### src/rtl/spi_pkg.sv
// Constants and FSM encoding shared between the SPI receiver and the SPI master.
package spi_pkg;

    localparam int FRAME_BITS = 8;
    localparam int ADDR_W     = 4;
    localparam int DATA_W     = 4;

    typedef enum logic [1:0] {
        ST_IDLE  = 2'd0,
        ST_SHIFT = 2'd1,
        ST_FULL  = 2'd2,
        ST_ERR   = 2'd3
    } state_t;

endpackage

### src/rtl/spi_sync_edge.sv
// Two-flop synchroniser plus history flop; flags level changes seen after the second stage.
module spi_sync_edge #(
    parameter logic RESET_VAL = 1'b0
) (
    input  logic clk,
    input  logic rstn,
    input  logic din,
    output logic level,
    output logic rise,
    output logic fall
);

    logic s1, s2, hist;

    always_ff @(posedge clk or negedge rstn) begin
        if (!rstn) begin
            s1   <= RESET_VAL;
            s2   <= RESET_VAL;
            hist <= RESET_VAL;
        end else begin
            s1   <= din;
            s2   <= s1;
            hist <= s2;
        end
    end

    assign level = s2;
    assign rise  = s2 & ~hist;
    assign fall  = ~s2 & hist;

endmodule

### src/rtl/spi_rx_regfile.sv
// SPI slave receiver: collects address/data frames and commits them into a 16x4 register file.
//   state | meaning
//   IDLE  | waiting for a csn fall
//   SHIFT | collecting frame bits
//   FULL  | frame complete, commit on csn rise
//   ERR   | overrun seen, discard on csn rise
module spi_rx_regfile
    import spi_pkg::*;
#(
    parameter int FRAME_BITS    = spi_pkg::FRAME_BITS,
    parameter int CLK_RATIO_MIN = 4
) (
    input  logic              clk,
    input  logic              rstn,
    input  logic              spi_clk,
    input  logic              spi_csn,
    input  logic              data_bit,
    input  logic [ADDR_W-1:0] rd_addr,
    output logic [DATA_W-1:0] rd_data,
    output logic              wr_valid,
    output logic [ADDR_W-1:0] wr_addr,
    output logic [DATA_W-1:0] wr_data,
    output logic              frame_err,
    output logic [7:0]        good_cnt
);

    localparam int CNT_W = $clog2(FRAME_BITS + 1);
    localparam int DEPTH = 1 << ADDR_W;
    localparam logic [3:0] MIN_GAP = 4'(CLK_RATIO_MIN / 2 - 1);

    logic clk_lvl, clk_rise, clk_fall;
    logic csn_lvl, csn_rise, csn_fall;
    logic data_lvl, data_rise, data_fall;

    spi_sync_edge #(.RESET_VAL(1'b0)) u_sync_clk (
        .clk(clk), .rstn(rstn), .din(spi_clk),
        .level(clk_lvl), .rise(clk_rise), .fall(clk_fall)
    );
    spi_sync_edge #(.RESET_VAL(1'b1)) u_sync_csn (
        .clk(clk), .rstn(rstn), .din(spi_csn),
        .level(csn_lvl), .rise(csn_rise), .fall(csn_fall)
    );
    spi_sync_edge #(.RESET_VAL(1'b0)) u_sync_data (
        .clk(clk), .rstn(rstn), .din(data_bit),
        .level(data_lvl), .rise(data_rise), .fall(data_fall)
    );

    state_t                  state, state_nxt;
    logic [CNT_W-1:0]        bit_cnt;
    logic [FRAME_BITS-1:0]   sr;
    logic [DATA_W-1:0]       regs [DEPTH];
    logic                    start, shift, commit, discard;
    logic                    last_bit;
    logic [ADDR_W-1:0]       fr_addr;
    logic [DATA_W-1:0]       fr_data;

    assign last_bit = (bit_cnt == CNT_W'(FRAME_BITS - 1));
    assign fr_addr  = sr[FRAME_BITS-1 -: ADDR_W];
    assign fr_data  = sr[DATA_W-1:0];

    always_ff @(posedge clk or negedge rstn) begin
        if (!rstn) state <= ST_IDLE;
        else       state <= state_nxt;
    end

    // csn is tested first everywhere so a same-cycle spi_clk edge is dropped
    always_comb begin
        state_nxt = state;
        case (state)
            ST_IDLE:  if (csn_fall) state_nxt = ST_SHIFT;
            ST_SHIFT: if (csn_rise)                  state_nxt = ST_IDLE;
                      else if (clk_rise && last_bit) state_nxt = ST_FULL;
            ST_FULL:  if (csn_rise)      state_nxt = ST_IDLE;
                      else if (clk_rise) state_nxt = ST_ERR;
            ST_ERR:   if (csn_rise) state_nxt = ST_IDLE;
            default:  state_nxt = ST_IDLE;
        endcase
    end

    always_comb begin
        start   = 1'b0;
        shift   = 1'b0;
        commit  = 1'b0;
        discard = 1'b0;
        case (state)
            ST_IDLE:  start = csn_fall;
            ST_SHIFT: begin
                discard = csn_rise;
                shift   = clk_rise && !csn_rise;
            end
            ST_FULL:  commit  = csn_rise;
            ST_ERR:   discard = csn_rise;
            default:  ;
        endcase
    end

    always_ff @(posedge clk or negedge rstn) begin
        if (!rstn) begin
            bit_cnt <= '0;
            sr      <= '0;
        end else if (start) begin
            bit_cnt <= '0;
            sr      <= '0;
        end else if (shift) begin
            bit_cnt <= bit_cnt + CNT_W'(1);
            sr      <= {sr[FRAME_BITS-2:0], data_lvl};
        end
    end

    always_ff @(posedge clk or negedge rstn) begin
        if (!rstn) begin
            for (int i = 0; i < DEPTH; i++) regs[i] <= '0;
            rd_data   <= '0;
            wr_valid  <= 1'b0;
            wr_addr   <= '0;
            wr_data   <= '0;
            frame_err <= 1'b0;
            good_cnt  <= '0;
        end else begin
            rd_data   <= regs[rd_addr];
            wr_valid  <= commit;
            frame_err <= discard;
            if (commit) begin
                regs[fr_addr] <= fr_data;
                wr_addr       <= fr_addr;
                wr_data       <= fr_data;
                good_cnt      <= good_cnt + 8'd1;
            end
        end
    end

    // Time since the last spi_clk edge, used only to check the input timing assumption
    logic [3:0] phase_cnt;

    always_ff @(posedge clk or negedge rstn) begin
        if (!rstn)                     phase_cnt <= '0;
        else if (clk_rise || clk_fall) phase_cnt <= '0;
        else if (phase_cnt != 4'hF)    phase_cnt <= phase_cnt + 4'd1;
    end

    a_phase_len: assert property (@(posedge clk) disable iff (!rstn)
        ((clk_rise || clk_fall) && !csn_lvl) |-> (phase_cnt >= MIN_GAP));
    a_clk_idle_low: assert property (@(posedge clk) disable iff (!rstn)
        csn_rise |-> !clk_lvl);
    a_data_stable: assert property (@(posedge clk) disable iff (!rstn)
        clk_rise |-> !(data_rise || data_fall));
    a_excl_pulses: assert property (@(posedge clk) disable iff (!rstn)
        !(wr_valid && frame_err));

endmodule

### config.mk
export PLATFORM = sky130hd
export DESIGN_NAME = spi_rx_regfile
export DESIGN_NICKNAME = d
export VERILOG_FILES = /design/src/rtl/spi_pkg.sv /design/src/rtl/spi_sync_edge.sv /design/src/rtl/spi_rx_regfile.sv
export SDC_FILE = /design/constraint.sdc
export NUM_CORES = 1
export LEC_CHECK = 0
export BUFFER_PORTS_ARGS = -buffer_cell sky130_fd_sc_hd__buf_4
export CAP_MARGIN = 5
export CORE_ASPECT_RATIO = 0.7
export CORE_MARGIN = 8
export CORE_UTILIZATION = 45
export CTS_BUF_LIST = sky130_fd_sc_hd__clkbuf_8 sky130_fd_sc_hd__clkbuf_16
export CTS_CLUSTER_SIZE = 25
export DETAILED_ROUTE_END_ITERATION = 10
export PLACE_DENSITY = 0.73
export SETUP_SLACK_MARGIN = 0.15
export SYNTH_ARGS = -nofsm -noshare
export SYNTH_HDL_FRONTEND = slang
export SYNTH_SLANG_ARGS = --single-unit
### constraint.sdc
create_clock -name clk -period 2.1 [get_ports clk]
set_clock_uncertainty 0.15 [all_clocks]
set_input_delay 0.105 -clock clk [delete_from_list [all_inputs] [get_ports clk]]
set_output_delay 0.105 -clock clk [all_outputs]
set_load 0.005 [all_outputs]
==> results of run 1 <==
repair_timing:
item / in CTS / in global routing
hold buffers: 7 / 0
endpoints found under the hold margin: 88 / 0
setup buffers: 2 / 3
resized for setup: 12 / 22
pin swaps: 1 / 3
setup endpoints to repair: 42 / 67
flip-flops by register name (all words and copies together) (netlist names):
name and cells:
regs 64, good_cnt 8, sr 8, bit_cnt 4, rd_data 4, wr_addr 4, wr_data 4, state 2
frame_err 1, u_sync_clk.hist 1, u_sync_clk.level 1, u_sync_clk.s1 1, u_sync_csn.hist 1, u_sync_csn.level 1, u_sync_csn.s1 1, u_sync_data.level 1
u_sync_data.s1 1, wr_valid 1
worst reg2reg max path, cell delays in order (launching register included):
cell and delay, ps:
dfstp_2 530, nand4bb_1 120, or3_4 440, nor3b_4 210, buf_6 150, mux2_4 300
where the power goes:
| part | internal, mW | switching, mW |
|---|---|---|
| registers | 2.11 | 0.0515 |
| clock network | 0.783 | 0.709 |
| logic | 0.0753 | 0.102 |
| total | 2.97 | 0.863 |
cells in the final DEF, fill, tap and decap left out, drive strengths merged:
cell	count
a22oi	4
dfstp	3
nor3b	1
and2	1
clkinvlp	1
mux2i	9
and3	4
nor2	21
nand3b	1
ha	2
nand4bb	1
xnor2	10
dlygate4sd3	7
dfrtp	105
mux2	64
and2b	1
clkbuf	9
inv	7
nand3	13
and4	1
nand4	2
o21ai	1
nand2	41
buf	47
nor3	5
or3	1
a311oi	1
nor2b	5
nor4b	2
mux4	16
clkinv	2
nor4	3
area by class of cell:
type                    count  area (um^2)  area share
inverters                   3        11.26    0.002021
clock inverters             7        32.53    0.005839
well taps                 132        165.2     0.02964
repair buffers             54        455.4     0.08174
multi-input cells         210         1976      0.3546
clock buffers               9        225.2     0.04042
flip-flops and latches    108         2706      0.4857
worst min path at each step:
stage / startpoint / to / slack [ps]
after floorplan: rstn / bit_cnt[0]$_DFFE_PN0P_ / -340
after global placement: rstn / bit_cnt[0]$_DFFE_PN0P_ / -70
after detailed placement: rstn / bit_cnt[0]$_DFFE_PN0P_ / -60
after CTS: rstn / regs[51]$_DFFE_PN0P_ / 110
after global routing: rstn / regs[60]$_DFFE_PN0P_ / 150
final: rstn / regs[63]$_DFFE_PN0P_ / 110
stage by stage:
stage	util	worst slack, ps	power, mW	instances	hold WS (ps)
global placement	0.4970	105.6	2.359	495	-66.86
detailed placement	0.4970	56.94	2.367	495	-58.27
finish	0.5462	88.64	3.832	523	113.2
CTS	0.5358	90.98	3.859	520	110.0
global route	0.5462	45.00	3.968	523	147.4
floorplan	-	74.12	2.265	342	-340.6
layer usage:
layer  up-vias  global-route usage  routed length, um
li1       1294                   -                  -
met1      1504              0.2122               4837
met2        38              0.2058               4171
met3         8             0.04333                365
met4         0             0.03993                102
met5         -                   0                  0
cells by family (layout without fill, tap and decap cells):
family          count (synthesis)  in the layout
mux                            89             89
buf+inv                        24             73
xor+xnor                       10             10
fa+ha+maj                       2              2
compound gates                  6              6
simple gates                  103            103
flops                         108            108
==> results.md, run 1 <==
- Max Root-Sink Buffers: 2
- Final cycle utilization of the critical path: 0.9578
- Cts bufs inserted: 9
- Fin nets: around 400
- Yosys reg bits: approximately 110
- Mapped Cells: 342
- Worst Setup End Kind: register
- Clk_lat worst skew: 350 ps
- Synth top cells by count: dfrtp_1 (105), mux2_2 (64), nand2_1 (41)
- Hpwl dp: 6460 um
- Prevailing post-synth register cell: dfrtp_1
- Clock Sinks: about 110
- Mapped cell area: 4654 um^2
- EDFF count, synth: 0
- Final hold violations: 0
- Initial DRT Pass Iterations: 4
- Syn Nets: approximately 350
- YS warnings: 0
- CTS tree: built
- Fill cells: 840
- Setup-failing EPs final: 0
- Top post-synthesis cells by area: dfrtp_1 (56%), mux2_2 (15%), mux4_2 (7.7%)
- Synth area leader: dfrtp_1
- Cell variety after synth: 35
- Sequential share of the synthesized area: 0.5815
- Fin crit period: 2011 ps
- Worst setup SP type: register
- Antenna Nets Post-Route: 0
- Initial Utilization: 0.4563
- XOR/XNOR share of the synthesized area: 0.01882
- Most common cell in the netlist: dfrtp_1
- Avg Cell Area, Syn: approximately 14 um^2
- Status: complete, no violations
- Wirelength per Cell: 18.12 um
- Final wirelength: 9476 um
- Final Cell Area: approximately 5600 um^2
- Async SR Flop Fraction: 1.000
- Critical path arrival: roughly 2100 ps
- Max VDD drop: 0.0004228 V
- CP top delay family: simple AND/OR/NAND/NOR gates
- GRT Overall Usage: 0.1460
- Die area: 13,910 um^2
- Pwr Density: 687.8 nW/um^2
- Slew Limit Fails: 0
- # Max-Cap Violations: 0
- Critical path depth: 5
- Worst R2R End: regs[30]$_DFFE_PN0P_
- Worst slew margin: 0.5362
- Max incr delay on CP: 530 ps
- Core area: between 10,000 and 15,000 um^2
- I/O Buffers: 30
- Antenna cells: 0
- Vias per cell: 5.438
- Slew @ Worst Pin: 695.7 ps
- Setup CP Type: reg -> reg
- Crit-path cells: nand4bb_1 > or3_4 > nor3b_4 > buf_6 > mux2_4
- Rows: 31
- Crit-path max FO: 4
- Remaining DRCs: 0
- Post-synthesis mux area share: 0.2516
- Worst R2R Path Depth: 5
- FF-to-FF Start: u_sync_csn.level$_DFF_PN1_
- Io pins: 31
- Die Width: 137.6 um
- Critical-path cell with the highest stage delay: dfstp_2
- Root Buffer Master: clkbuf_16
- First DRT Iteration DRCs: 163
- Final GP Congestion: 0.7428
- Share of cells above drive strength 1: 0.4118
- R2R Setup Slk: 90 ps
- Crit path from: u_sync_csn.level$_DFF_PN1_
- Post-Synth Adder-Cell Area: 0.005376
- Fraction of post-synthesis cell area in the top cell type by area: 0.5645
- Worst path required time: about 2200 ps
- Compound-Gate Fraction of Synth Area: 0.009409
- GRT Residual Overflow: 0
- Leakage power: 2.688 nW
- RSZ-0062 raised after global routing: true
- Post-route setup TNS: 0 ps
- Die height: 101.1 um
- Initial antenna violation count: 0
- Worst setup endpoint: regs[30]$_DFFE_PN0P_
- Largest family of logic cells by synthesized area: multiplexers
- Max Freq: 0.4972 GHz
- Clock Pin Slew Worst Setup and Hold Paths: 70 ps
- First-pass GRT wire length: 15,460 um
- Hold Path Class: in -> async
- Pin count of the biggest net entering global routing: 52
- DR vias: 2,844
- Vias in the first global route: between 2,000 and 3,000
- Simple-Gate Fraction of Synth Area: 0.1118
- Buffers and inverters on the worst path: 1
- Placed cell area: 5070 um^2
- Area Overhead vs Synth: 19.70%
- Max H-tree Level: 3
Power figures use the tool's default switching activity.
==> run 2: changes to the inputs <==
--- a/config.mk
+++ b/config.mk
@@ -13,7 +13,7 @@
 export CTS_BUF_LIST = sky130_fd_sc_hd__clkbuf_8 sky130_fd_sc_hd__clkbuf_16
 export CTS_CLUSTER_SIZE = 25
 export DETAILED_ROUTE_END_ITERATION = 10
-export PLACE_DENSITY = 0.73
+export PLACE_DENSITY = 0.7
 export SETUP_SLACK_MARGIN = 0.15
 export SYNTH_ARGS = -nofsm -noshare
 export SYNTH_HDL_FRONTEND = slang
==> constraint.sdc (replaced) <==
create_clock -name clk -period 2.5 [get_ports clk]
set_clock_uncertainty 0.15 [all_clocks]
set_input_delay 0.125 -clock clk [delete_from_list [all_inputs] [get_ports clk]]
set_output_delay 0.125 -clock clk [all_outputs]
set_load 0.005 [all_outputs]
==> run 2 against run 1 <==
Effect of this change: final cell count down 2.3%; largest cell class unchanged; critical path type unchanged; first-iteration DRC count grew 54%; worst hold slack got worse by 0.71 ps; sequential power shrank 16%; sequential cell count unchanged; non-clock buffer count is 12 lower; setup slack better by 260 ps; combinational power is 26% lower; final area shrank 2.6%; fmax fell by 6.5%; via count decreased by 1.2%; sequential share of layout area is 1.3 points higher.
==> results.md, run 2 (synthesis gave the netlist of run 1 again) <==
- Routed wire length on met3: 493 um (was 365 um)
- GRT Overall Usage: 0.1457 (was 0.1460)
- Worst hold slack: 112.5 ps (was 113.2 ps)
- Final cycle utilization of the critical path: 0.8608 (was 0.9578)
- Largest regs: regs x64, good_cnt x8, sr x8 (unchanged)
- Crit path from: u_sync_csn.level$_DFF_PN1_ (unchanged)
- Fin crit period: 2152 ps (was 2011 ps)
- CTS tree: built (unchanged)
- Antenna Nets Post-Route: 0 (unchanged)
- Hpwl dp: 6167 um (was 6460 um)
- Register Area: 2706 um^2 (unchanged)
- Cts bufs inserted: 9 (unchanged)
- Slew Limit Fails: 0 (unchanged)
- Pwr Density: 653.1 nW/um^2 (was 687.8 nW/um^2)
- Leakage power: 2.629 nW (was 2.688 nW)
- DR vias: 2,809 (was 2,844)
- Die height: 101.1 um (unchanged)
- Status: complete, no violations (unchanged)
- Worst path required time: 2580 ps (was 2180 ps)
- # Max-Cap Violations: 0 (unchanged)
- Most common cell after layout, fill and taps aside: dfrtp_1 (unchanged)
- Area Overhead vs Synth: 16.59% (was 19.70%)
- Hold Path Class: in -> async (unchanged)
- Io pins: 31 (unchanged)
- Slew @ Worst Pin: 952.8 ps (was 695.7 ps)
- Max H-tree Level: 3 (unchanged)
- Vias in the first global route: 2,855 (was 2,920)
- Max Freq: 0.4647 GHz (was 0.4972 GHz)
- Clock Sinks: 108 (unchanged)
- Share of cells above drive strength 1: 0.3773 (was 0.4118)
- Wl on met1: 4492 um (was 4837 um)
- Root Buffer Master: clkbuf_16 (unchanged)
- PostCTS Resize Cnt: 0 (was 12)
- First-pass GRT wire length: 15,530 um (was 15,460 um)
- Worst R2R End: regs[9]$_DFFE_PN0P_ (was regs[30]$_DFFE_PN0P_)
- Fin nets: 385 (was 397)
- Max VDD drop: 0.0003957 V (was 0.0004228 V)
- Final GP Congestion: 0.7634 (was 0.7428)
- Final hold violations: 0 (unchanged)
- Rows: 31 (unchanged)
- Core area: 10,200 um^2 (unchanged)
- I/O Buffers: 30 (unchanged)
- Die Width: 137.6 um (unchanged)
- First DRT Iteration DRCs: 251 (was 163)
- FF-to-FF Start: u_sync_csn.level$_DFF_PN1_ (unchanged)
- Clk_lat worst skew: 350 ps (about the same)
- Vias per cell: 5.497 (was 5.438)
- Wirelength per Cell: 18.05 um (was 18.12 um)
- Setup-failing EPs final: 0 (unchanged)
- Multi-input gate area: 1859 um^2 (was 1976 um^2)
- Clock Pin Slew Worst Setup and Hold Paths: 70 ps (about the same)
- Initial DRT Pass Iterations: 4 (unchanged)
- Top Layer Used: met4 (unchanged)
- Worst Setup End Kind: register (unchanged)
- RSZ-0062 raised after global routing: false (was true)
- Remaining DRCs: 0 (unchanged)
- Initial Utilization: 0.4563 (unchanged)
- Worst setup SP type: register (unchanged)
- R2R Setup Slk: 350 ps (was 90 ps)
- Commonest cells after routing, fill and taps aside: dfrtp_1 (105), mux2_2 (64), nand2_1 (41) (was dfrtp_1 (105), mux2_2 (49), buf_4 (43))
- Largest Register: regs (unchanged)
- Setup CP Type: reg -> reg (unchanged)
- GRT Residual Overflow: 0 (unchanged)
- Worst R2R Path Depth: 6 (was 5)
- Worst slew margin: 0.3614 (was 0.5362)
- Final wirelength: 9221 um (was 9476 um)
- Max reg flops: 64 (unchanged)
- Critical path arrival: 2230 ps (was 2090 ps)
- Max Root-Sink Buffers: 2 (unchanged)
- Met2 WL post-DR: 4147 um (was 4171 um)
- Die area: 13,910 um^2 (unchanged)
- Initial antenna violation count: 0 (unchanged)
- Fill cells: 864 (was 840)
- Pin count of the biggest net entering global routing: 75 (was 52)
- Post-route setup TNS: 0 ps (unchanged)
- Antenna cells: 0 (unchanged)
- Crit-path max FO: 14 (was 4)
[run 2: worst max-delay path by stage]
stage | end | slack, ps
after detailed placement | regs[10]$_DFFE_PN0P_ | 370
after global routing | regs[10]$_DFFE_PN0P_ | 240
after floorplan | regs[28]$_DFFE_PN0P_ | 470
final | regs[9]$_DFFE_PN0P_ | 350
after global placement | regs[9]$_DFFE_PN0P_ | 410
after CTS | regs[9]$_DFFE_PN0P_ | 350
[run 2: per-stage QoR]
step / cells / setup slack (ps) / power [mW] / area (um^2) / utilization
final: 511 / 348.0 / 3.544 / 5426 / 0.5320
after detailed placement: 488 / 373.3 / 1.980 / 5017 / 0.4918
after CTS: 511 / 352.6 / 3.593 / 5426 / 0.5320
after global placement: 488 / 405.9 / 1.974 / 5017 / 0.4918
after global routing: 511 / 241.3 / 3.682 / 5426 / 0.5320
after floorplan: 342 / 474.1 / 1.903 / 4654 / -
[run 2: repair_timing]
action                    in CTS  in global routing
hold endpoints to repair      41                  0
hold buffers                   7                  0
setup buffers                  0                  0
[run 2: layout make-up]
class / instances / area share
sequential: 108 / 0.4987
clock inverter: 7 / 0.02098
timing repair buffer: 42 / 0.06364
clock buffer: 9 / 0.04150
tap: 132 / 0.03044
inverter: 3 / 0.002075
multi-input combinational: 210 / 0.3426
[run 2: metal layers]
metal,vias to the layer above,global-route usage
met4,0,0.03494
met1,1471,0.2114
li1,1271,-
met3,8,0.04532
met2,59,0.2062
met5,-,0
[run 2: worst max-delay path, stage by stage (launching register included)]
cell	delay, ps
dfstp_2	580
nand4bb_1	130
buf_4	210
inv_2	70
and3_1	250
and3_1	280
mux2_2	350
[run 2: power breakdown]
part	switching [mW]	total (mW)	internal, mW
Sequential	0.0452	1.82	1.77
Combinational	0.0784	0.132	0.0540
Clock	0.617	1.59	0.977
Total	0.741	3.54	2.80
